**src/rtl/mul_fixed_iter.sv**
```systemverilog
// Iterative signed fixed-point multiplier.
// Digit-serial accumulate, sign fix, round, saturate, valid/ready output.
module mul_fixed_iter #(
  parameter int DATA_W  = 16,
  parameter int FRAC_W  = 13,
  parameter int DIGIT_W = 5,
  parameter int RND_EN  = 1,
  parameter int SAT_EN  = 1
) (
  input  logic              I_CLK,
  input  logic              I_RST_N,
  input  logic              I_VLD,
  output logic              O_RDY,
  input  logic [DATA_W-1:0] I_M1,
  input  logic [DATA_W-1:0] I_M2,
  output logic              O_VLD,
  input  logic              I_RDY,
  output logic              O_MUL_BUSY,
  output logic [DATA_W-1:0] O_PRODUCT,
  output logic              O_OVF
);

  localparam int N  = (DATA_W - 1 + DIGIT_W - 1) / DIGIT_W;
  localparam int MW = N * DIGIT_W;
  localparam int PW = 2 * DATA_W;
  localparam int CW = (N > 1) ? $clog2(N) : 1;

  localparam logic [CW-1:0] LAST = CW'(N - 1);

  localparam logic [PW:0] RC =
    (RND_EN != 0) ? ((PW+1)'(1) << (FRAC_W - 1)) : '0;

  localparam logic signed [PW:0] MAXV =
    {{(PW-DATA_W+2){1'b0}}, {(DATA_W-1){1'b1}}};
  localparam logic signed [PW:0] MINV =
    {{(PW-DATA_W+2){1'b1}}, {(DATA_W-1){1'b0}}};

  typedef enum logic [1:0] {
    IDLE,
    CALC,
    FIX,
    DONE
  } state_t;

  state_t r_state;
  state_t w_next;

  logic [PW-1:0]     r_m1;
  logic [PW-1:0]     r_mc;
  logic [PW-1:0]     r_acc;
  logic [MW-1:0]     r_m2;
  logic              r_msb;
  logic [CW-1:0]     r_cnt;
  logic [DATA_W-1:0] r_product;
  logic              r_ovf;

  logic [PW-1:0]        w_pp;
  logic [PW-1:0]        w_p;
  logic [PW:0]          w_sum;
  logic signed [PW:0]   w_r;
  logic                 w_hi;
  logic                 w_lo;
  logic [DATA_W-1:0]    w_prod;

  // Partial product of the current unsigned digit, already aligned
  assign w_pp = r_mc * PW'(r_m2[DIGIT_W-1:0]);

  // Remove the multiplier sign weight, then round at the fraction cut
  assign w_p   = r_acc - (r_msb ? (r_m1 << (DATA_W - 1)) : '0);
  assign w_sum = {w_p[PW-1], w_p} + RC;
  assign w_r   = $signed(w_sum) >>> FRAC_W;
  assign w_hi  = (w_r > MAXV);
  assign w_lo  = (w_r < MINV);

  // Clamp or wrap the rounded product to the output width
  always_comb begin
    w_prod = w_r[DATA_W-1:0];
    if (SAT_EN != 0) begin
      if (w_hi) begin
        w_prod = {1'b0, {(DATA_W-1){1'b1}}};
      end else if (w_lo) begin
        w_prod = {1'b1, {(DATA_W-1){1'b0}}};
      end
    end
  end

  // State register
  always_ff @(posedge I_CLK or negedge I_RST_N) begin
    if (!I_RST_N) begin
      r_state <= IDLE;
    end else begin
      r_state <= w_next;
    end
  end

  // Next state and handshake outputs
  always_comb begin
    w_next = r_state;
    O_RDY  = 1'b0;
    O_VLD  = 1'b0;
    unique case (r_state)
      IDLE: begin
        O_RDY = 1'b1;
        if (I_VLD) w_next = CALC;
      end
      CALC: begin
        if (r_cnt == LAST) w_next = FIX;
      end
      FIX: begin
        w_next = DONE;
      end
      DONE: begin
        O_VLD = 1'b1;
        if (I_RDY) w_next = IDLE;
      end
      default: w_next = IDLE;
    endcase
  end

  assign O_MUL_BUSY = ~O_RDY;
  assign O_PRODUCT  = r_product;
  assign O_OVF      = r_ovf;

  // Operand capture, digit accumulation and result register
  always_ff @(posedge I_CLK or negedge I_RST_N) begin
    if (!I_RST_N) begin
      r_m1      <= '0;
      r_mc      <= '0;
      r_acc     <= '0;
      r_m2      <= '0;
      r_msb     <= 1'b0;
      r_cnt     <= '0;
      r_product <= '0;
      r_ovf     <= 1'b0;
    end else begin
      unique case (r_state)
        IDLE: begin
          if (I_VLD) begin
            r_m1  <= {{DATA_W{I_M1[DATA_W-1]}}, I_M1};
            r_mc  <= {{DATA_W{I_M1[DATA_W-1]}}, I_M1};
            r_m2  <= MW'(I_M2[DATA_W-2:0]);
            r_msb <= I_M2[DATA_W-1];
            r_acc <= '0;
            r_cnt <= '0;
          end
        end
        CALC: begin
          r_acc <= r_acc + w_pp;
          r_mc  <= r_mc << DIGIT_W;
          r_m2  <= r_m2 >> DIGIT_W;
          r_cnt <= r_cnt + CW'(1);
        end
        FIX: begin
          r_product <= w_prod;
          r_ovf     <= w_hi | w_lo;
        end
        DONE: begin
        end
        default: begin
        end
      endcase
    end
  end

endmodule

```
**config.mk**
```make
export PLATFORM = sky130hd
export DESIGN_NAME = mul_fixed_iter
export DESIGN_NICKNAME = d
export VERILOG_FILES = /design/src/rtl/mul_fixed_iter.sv
export SDC_FILE = /design/constraint.sdc
export NUM_CORES = 1
export LEC_CHECK = 0
export CORE_MARGIN = 5
export CORE_UTILIZATION = 30
export CTS_CLUSTER_DIAMETER = 30
export DETAILED_ROUTE_END_ITERATION = 7
export PLACE_DENSITY = 0.54
export SLEW_MARGIN = 20
export SYNTH_ARGS = -nofsm -noshare
export SYNTH_HDL_FRONTEND = slang
export SYNTH_SLANG_ARGS = --single-unit
```
**constraint.sdc**
```tcl
create_clock -name I_CLK -period 9.9 [get_ports I_CLK]
set_input_delay 1.98 -clock I_CLK [delete_from_list [all_inputs] [get_ports I_CLK]]
set_output_delay 1.98 -clock I_CLK [all_outputs]
set_load 0.01 [all_outputs]
```
---- Yosys cells after proc, flatten, opt, wreduce, memory -nomap -nowiden ----
Cells that the tools add are included.
storage, ports and cells
  input port bits ......................... 36
  ROM bits ................................ 0
  memories ................................ 0
  output and inout bits ................... 20
  RAM bits ................................ 0
  latch bits .............................. 0
  word-level logic and storage cells ...... 47
  flip-flop bits (word level) ............. 117
cells by class
  add/subtract/negate cells ............... 4
  mux-type cells .......................... 17
  div/mod/pow operators ................... 0
  multiply operators ...................... 1
  shift-type cells ........................ 0
  reduce and logical (&&, ||, !) cells .... 5
  equal/unequal tests ..................... 7
  bitwise logic cells ..................... 2
  $lt $le $gt $ge ......................... 2
operators by type and width
  cell                      count
  $pmux W32 S2              2
  $mux W32                  3
  $add A32 B14 Y33 const B  1
  $add A32 B32 Y32          1
  $mul A32 B5 Y32           1
  $mux W16                  2
  $sub A32 B32 Y32          1
  $pmux W15 S2              1
  $gt A20 B16 Y1 const B    1
  $lt A20 B16 Y1 const B    1
  $mux W15                  1
  $mux W2                   4
  $pmux W2 S4               1
  $eq A2 B2 Y1 const B      3
  $ne A2 B2 Y1 const B      3
  $pmux W2 S2               1
  $reduce_and A2 Y1         2
  $reduce_and A3 Y1         1
  $add A2 B1 Y2 const B     1
  $eq A2 B1 Y1 const B      1
  $logic_not A2 Y1          1
  $mux W1                   2
  $reduce_bool A2 Y1        1
  $not A1 Y1                1
  $or A1 B1 Y1              1

---- Depth between registers and ports, before layout ----
Gate-level depths: netlist of the first run.
  depth in word-level cells ............... 6
  mapped depth ............................ 18
  mapped depth without buffers ............ 17

---- Least setup slack after synthesis of the first run ----
No wires, ideal clock.
  path type ............................... register -> register
  start ................................... register r_m2[4]
  end ..................................... register r_acc[30]
  library setup time ...................... 133 ps
  period minus slack after synthesis ...... 4872 ps
  buffers on the path ..................... 2
  cell stages (with the launch flop) ...... 19
  required time ........................... 9767 ps
  path slack .............................. 5028 ps
  arrival time ............................ 4739 ps
  path through ............................ dfrtp_1 clkbuf_1 clkbuf_1 nand2_1 fa_1 inv_1 fa_1 fa_1 ha_1 a21o_1 a21o_1 a21o_1 a221oi_1 o31ai_1 a211oi_1 o211ai_1 a31oi_1 xor2_1 o21ai_0
between the ends
  word-level cells in the longest chain between the ends .. 3
RTL lines
  what                    line  RTL
  start, declared         51    logic [MW-1:0] r_m2;
  start signal, assigned  141   r_m2 <= MW'(I_M2[DATA_W-2:0]);
  start signal, assigned  150   r_m2 <= r_m2 >> DIGIT_W;
  $mul A32 B5 Y32         66    assign w_pp = r_mc * PW'(r_m2[DIGIT_W-1:0]);
  $add A32 B32 Y32        148   r_acc <= r_acc + w_pp;
  $pmux W32 S2            136   unique case (r_state)
  end signal, assigned    148
  end, declared           50    logic [PW-1:0] r_acc;
No other way between the ends.
A chain may end at the register's enable or synchronous reset.

---- Worst setup path after layout of the first run ----
Same ends and word-level chain as after synthesis.

==> impl_metrics.csv, run 1 <==
group,metric,value,unit
routing,route.detailed.drc,0,
floorplanning,pin_count,56,
layout,regArea,0.002928,sq mm
outcome,status,"finished, final reports clean",
timing,setup_tns,0,ns
placed_design,place_congestion,0.8372,
routing,postRouteAntennaNets,0,
layout,syn2layout_area_growth,13.92,%
placed_design,numPortBuffers,55,
cts,cts_sinks,117,
synth,synth_nets,1396,
routing,dr.max_layer_used,"met4",
routing,wl_met2,14310,um
global_routing,antenna_found_initial,0,
synth,netlist_instances,1189,
cts,cts_inserted_buffers,17,
cts,cts-root-buf,"clkbuf_16",
critical_path,cp.buffers_inverters,1,
synth,netlist_area,0.01114,sq mm
timing,period_needed,5.925,ns
critical_path,critPathRequiredTime,10.18,ns
critical_path,cp_max_fo,29,
critical_path,end_kind,"flop",
critical_path,max_stage_delay,1.00,ns
synth,synth_top_area_share,26.29,%
critical_path,r2r_cells,16,
synth,ys_ff_latch,117,
critical_path,cp.depth,16,
timing,fin_worst_skew,0.01844,ns
floorplanning,rows,70,
layout,layout-drive-gt1-share,7.955,%
synth,synth.area.top_cells,"dfrtp_1 (26%), fa_1 (20%), nand2_1 (6.8%)",
cts,cts_max_level,4,
run,maxCapViolCount,0,
timing,hold_violations,0,
synth,synthFlopType,"dfrtp_1",
placed_design,hpwl,21880,um
critical_path,path_class,"flop to flop",
synth,synth_edf_count,0,
critical_path,critical_path.top_delay_family,"compound AO/OA/AOI/OAI gates",
cts,post-cts-setup-buffers,0,
timing,min_period_over_period,59.85,%
timing,worst_pin_slew,1.042,ns
routing,wl_met1,13300,um
critical_path,rrSetupSlack,3.98,ns
floorplanning,die_x,202.7,um
synth,yosysWarnings,0,
timing,setup-violations-final,0,
critical_path,path_cells,"nand2_1 > fa_1 > fa_1 > fa_1 > inv_1 > ha_1 > nor2b_1 > o21ai_0 > a21oi_1 > o21ai_0 > o31ai_1 > a211oi_1 > o211ai_1 > a31oi_1 > xor2_1 > o21ai_0",
routing,vias,8468,
timing,clock.fmax,168.8,MHz
cts,cts_tree,"built",
routing,post_drt_wl_per_cell,16.95,um
global_routing,grt_pass1_vias,8746,
timing,slew_viol_final,0,
synth,synth.most_common_cell,"nand2_1",
global_routing,grt_usage,14.28,%
floorplanning,die_h,202.7,um
synth,yosysUniqueCellTypes,77,
cts,cts_buffer_depth,2,
global_routing,grt_overflow,0,
cts,holdBufCountCts,0,
floorplanning,core_area,0.03661,sq mm
layout,multi_input_area,0.007635,sq mm
global_routing,grt_pass1_wl,47640,um
routing,vias_per_cell,4.981,
critical_path,worst_ep_arrival_time,6.21,ns
routing,first_iter_violations,419,
cts,cts_resized,0,
synth,synth_top_area_cell,"dfrtp_1",
floorplanning,start_util,30.42,%
timing,slew_headroom,30.51,%
worst_hold_path,hold_path_class,"flop to flop",
layout,fillers,3779,
timing,rsz0062_at_grt,"false",
cts,path_clk_slew,0.06,ns
worst_hold_path,worstHoldPathCells,2,
routing,drt_first_pass_iters,8,
synth,synth.avg_cell_area,9.367,sq um
floorplanning,dieArea,0.04108,sq mm
global_routing,grt_start_max_net_pins,92,
routing,routed_wl,28810,um
cts,clkLatencyLatePin,0.43,ns
synth,async_flop_share,100.0,%
routing,dr_wl_met3,700,um
critical_path,startpoint_type,"flop",
layout,nNetsFinal,1426,
critical_path,cp_slowest_cell,"dfrtp_1",
layout,antennaDiodeCount,0,
synth,seq_area_frac_synth,26.29,%
synth,synth_common_cells,"nand2_1 (201), dfrtp_1 (117), fa_1 (114), inv_1 (101), o21ai_0 (79)",
## worst register-to-register path: stages (launching register included)
cell and delay (ns):
dfrtp_1 1.00, nand2_1 0.18, fa_1 0.56, fa_1 0.52
fa_1 0.55, inv_1 0.04, ha_1 0.33, nor2b_1 0.14
o21ai_0 0.19, a21oi_1 0.15, o21ai_0 0.60, o31ai_1 0.30
a211oi_1 0.57, o211ai_1 0.19, a31oi_1 0.23, xor2_1 0.15
o21ai_0 0.08
## cells by family after synthesis
logic type	after synthesis	share of synthesized area, %
AOI/OAI and AO/OA	260	16.39
DFF	117	26.29
xor gates and xnor gates	50	4.000
muxes	41	3.876
and+or+nand+nor	398	17.17
adders and majority gates	171	26.90
buffers and inverters	152	5.381
## registers in the layout, indices dropped and copies added (netlist names)
register and flops:
r_acc 32, r_mc 32, O_PRODUCT 16, r_m1 16, r_m2 15, r_cnt 2
r_state 2, O_OVF 1, r_msb 1
## through the flow
| step | utilization [%] | worst slack [ns] | instances | hold slack (ns) | instance area [sq um] |
|---|---|---|---|---|---|
| 2_1_floorplan | - | 5.028 | 1189 | 0.4496 | 11140 |
| 3_3_place_gp | 33.11 | 4.018 | 1668 | 0.4660 | 12120 |
| 3_5_place_dp | 33.13 | 3.967 | 1668 | 0.4722 | 12130 |
| 4_1_cts | 34.65 | 3.979 | 1700 | 0.4863 | 12690 |
| 5_1_grt | 34.65 | 3.591 | 1700 | 0.5136 | 12690 |
| 6_report | 34.65 | 3.975 | 1700 | 0.4800 | 12690 |
## layout by cell type (no fill, tap or decap), types with 17 or more instances in the layout
cell             count
nor2_1              43
a21oi_1             42
a21o_1              20
and2_1              70
inv_1              101
dfrtp_1            117
ha_1                56
clkdlybuf4s50_1     54
mux2i_1             24
o21ai_0             79
xor2_1              20
fa_1               114
xnor2_1             29
mux2_2              17
a221o_1             19
clkbuf_16           17
nand2_1            201
## layout make-up
class / instances / share of cell area, %
Timing Repair Buffer: 62 / 4.734
Sequential cell: 117 / 23.08
Clock inverter: 15 / 1.055
Multi-Input combinational cell: 920 / 60.18
Tap cell: 468 / 4.615
Inverter: 101 / 2.988
Clock buffer: 17 / 3.353
## path summary, 6_finish.rpt
check | end | start
worst max-delay path | r_acc[30] | r_m2[4]
worst min-delay path | r_m2[8] | r_m2[8]
worst max register to register | r_acc[30] | r_m2[4]
worst min register to register | r_m2[8] | r_m2[8]
max in group asynchronous | r_acc[1] | I_RST_N
min in group asynchronous | O_PRODUCT[14] | I_RST_N
## per-layer routing
metal  track usage [%]  up-vias
met5                 0        -
met4             3.758        0
met3             1.629       33
met2             24.76      129
met1             19.07     4219
li1                  -     4087
Power of run 1 is left out: the tool's default activity adds up to more than one toggle a clock period on the data nets, which glitch-free logic cannot reach.
==> inputs of run 2 (changes only) <==
--- a/config.mk
+++ b/config.mk
@@ -9,7 +9,7 @@
 export CORE_UTILIZATION = 30
 export CTS_CLUSTER_DIAMETER = 30
 export DETAILED_ROUTE_END_ITERATION = 7
-export PLACE_DENSITY = 0.54
+export PLACE_DENSITY = 0.55
 export SLEW_MARGIN = 20
 export SYNTH_ARGS = -nofsm -noshare
 export SYNTH_HDL_FRONTEND = slang
==> constraint.sdc (replaced) <==
create_clock -name I_CLK -period 5.1 [get_ports I_CLK]
set_input_delay 1.02 -clock I_CLK [delete_from_list [all_inputs] [get_ports I_CLK]]
set_output_delay 1.02 -clock I_CLK [all_outputs]
set_load 0.01 [all_outputs]
==> impl_metrics.csv, run 2 (same netlist as run 1, synthesis figures left out) <==
group,metric,value,unit
critical_path,cp_max_fo,14,
layout,antennaDiodeCount,0,
layout,final_common_cell,"nand2_1",
timing,period_needed,4.831,ns
floorplanning,dieArea,0.04108,sq mm
floorplanning,die_x,202.7,um
layout,layout_common_cells,"nand2_1 (201), dfrtp_1 (116), fa_1 (114), inv_1 (101), o21ai_0 (76)",
critical_path,rrSetupSlack,0.27,ns
layout,syn2layout_area_growth,15.94,%
routing,vias_per_cell,5.019,
timing,setup_tns,0,ns
cts,cts_sinks,117,
critical_path,end_kind,"flop",
floorplanning,core_area,0.03661,sq mm
cts,post-cts-setup-buffers,0,
routing,postRouteAntennaNets,0,
layout,nNetsFinal,1448,
critical_path,startpoint,"r_m2[1]",
routing,vias,8643,
timing,rsz0062_at_grt,"false",
placed_design,place_congestion,0.8279,
timing,clock.fmax,207.0,MHz
critical_path,cp.buffers_inverters,3,
routing,route.detailed.drc,0,
global_routing,grt_pass1_wl,48980,um
global_routing,grt_pass1_vias,9034,
routing,first_iter_violations,404,
timing,slew_headroom,40.15,%
floorplanning,pin_count,56,
global_routing,grt_usage,14.69,%
global_routing,antenna_found_initial,0,
global_routing,grt_start_max_net_pins,62,
critical_path,r2r_cells,16,
critical_path,cp_slowest_cell,"fa_1",
critical_path,startpoint_type,"flop",
timing,hold_ws,0.4972,ns
routing,drt_first_pass_iters,5,
critical_path,cpMostUsedCell,"fa_1",
placed_design,numPortBuffers,55,
cts,cts_tree,"built",
worst_hold_path,worstHoldPathCells,2,
floorplanning,die_h,202.7,um
placed_design,placed_cell_area,0.01230,sq mm
critical_path,path_class,"flop to flop",
timing,fin_worst_skew,0.01661,ns
worst_hold_path,hp-start,"r_cnt[1]",
routing,routed_wl,29180,um
floorplanning,rows,70,
timing,setup-violations-final,0,
critical_path,path_cells,"buf_6 > buf_4 > and2_1 > fa_1 > fa_1 > fa_1 > ha_1 > nand3_1 > or3_1 > o31ai_2 > a211oi_1 > buf_4 > o211ai_1 > a31oi_1 > xor2_1 > o21ai_0",
floorplanning,start_util,30.42,%
routing,post_drt_wl_per_cell,16.94,um
worst_hold_path,hold_path_class,"flop to flop",
global_routing,grt_overflow,0,
critical_path,r2r_start,"r_m2[1]",
cts,clkLatencyLatePin,0.43,ns
critical_path,worst_ep_arrival_time,5.17,ns
critical_path,critical_path.top_delay_family,"adder cells",
critical_path,critPathRequiredTime,5.44,ns
cts,cts_buffer_depth,2,
timing,worst_pin_slew,0.8968,ns
cts,cts_inserted_buffers,17,
layout,top_regs,"r_acc: 32 flops, r_mc: 32 flops",
run,maxCapViolCount,0,
cts,cts_max_level,4,
timing,slew_viol_final,0,
layout,finish.instance_area,0.01291,sq mm
cts,holdBufCountCts,0,
timing,min_period_over_period,94.72,%
cts,cts_resized,0,
placed_design,hpwl,22640,um
critical_path,max_stage_delay,0.52,ns
timing,hold_violations,0,
cts,cts-root-buf,"clkbuf_16",
outcome,status,"finished, final reports clean",
layout,layout-drive-gt1-share,9.888,%
critical_path,cp.depth,16,
cts,path_clk_slew,0.07,ns
==> run 2: changes by cell type in the layout (fill, tap and decap cells not counted), moves of 3 or more <==
cell | previous run | this run
buf_4 | 8 | 24
o21ai_1 | 2 | 5
buf_6 | 0 | 5
o21ai_0 | 79 | 76
==> run 2: area by class of cell <==
class	instances	area, sq um
flip-flops and latches	117	2929
multi-input cells	920	7642
inverters	101	379.1
clock inverters	15	153.9
fillers	3757	23700
repair buffers	84	797.0
well taps	468	585.6
clock buffers	17	425.4
==> run 2: worst paths after layout <==
path | end
max | r_acc[30]
max in group asynchronous | r_msb
max reg2reg | r_acc[30]
min | r_cnt[1]
min in group asynchronous | O_PRODUCT[15]
min reg2reg | r_cnt[1]
==> run 2: worst min-delay path: stages (launching register included) <==
cell,delay (ns)
dfrtp_1,0.35
nand2_1,0.05
o21ai_0,0.06
==> run 2: through the flow <==
step	instances	utilization, %	setup slack, ns
floorplan	1189	-	0.2278
global placement	1690	33.60	0.1823
detailed placement	1690	33.60	0.1409
CTS	1722	35.18	0.1011
global route	1722	35.27	0.005106
finish	1722	35.27	0.2693
==> run 2: metal layers <==
layer  vias to the layer above  share of wire [%]  GRT usage [%]
li1                       4134                  -              -
met1                      4358                 47          20.10
met2                       125                 49          24.90
met3                        26                2.8          2.044
met4                         0                1.4          3.274
met5                         -                  0              0
Power of run 2 is left out for the same reason.
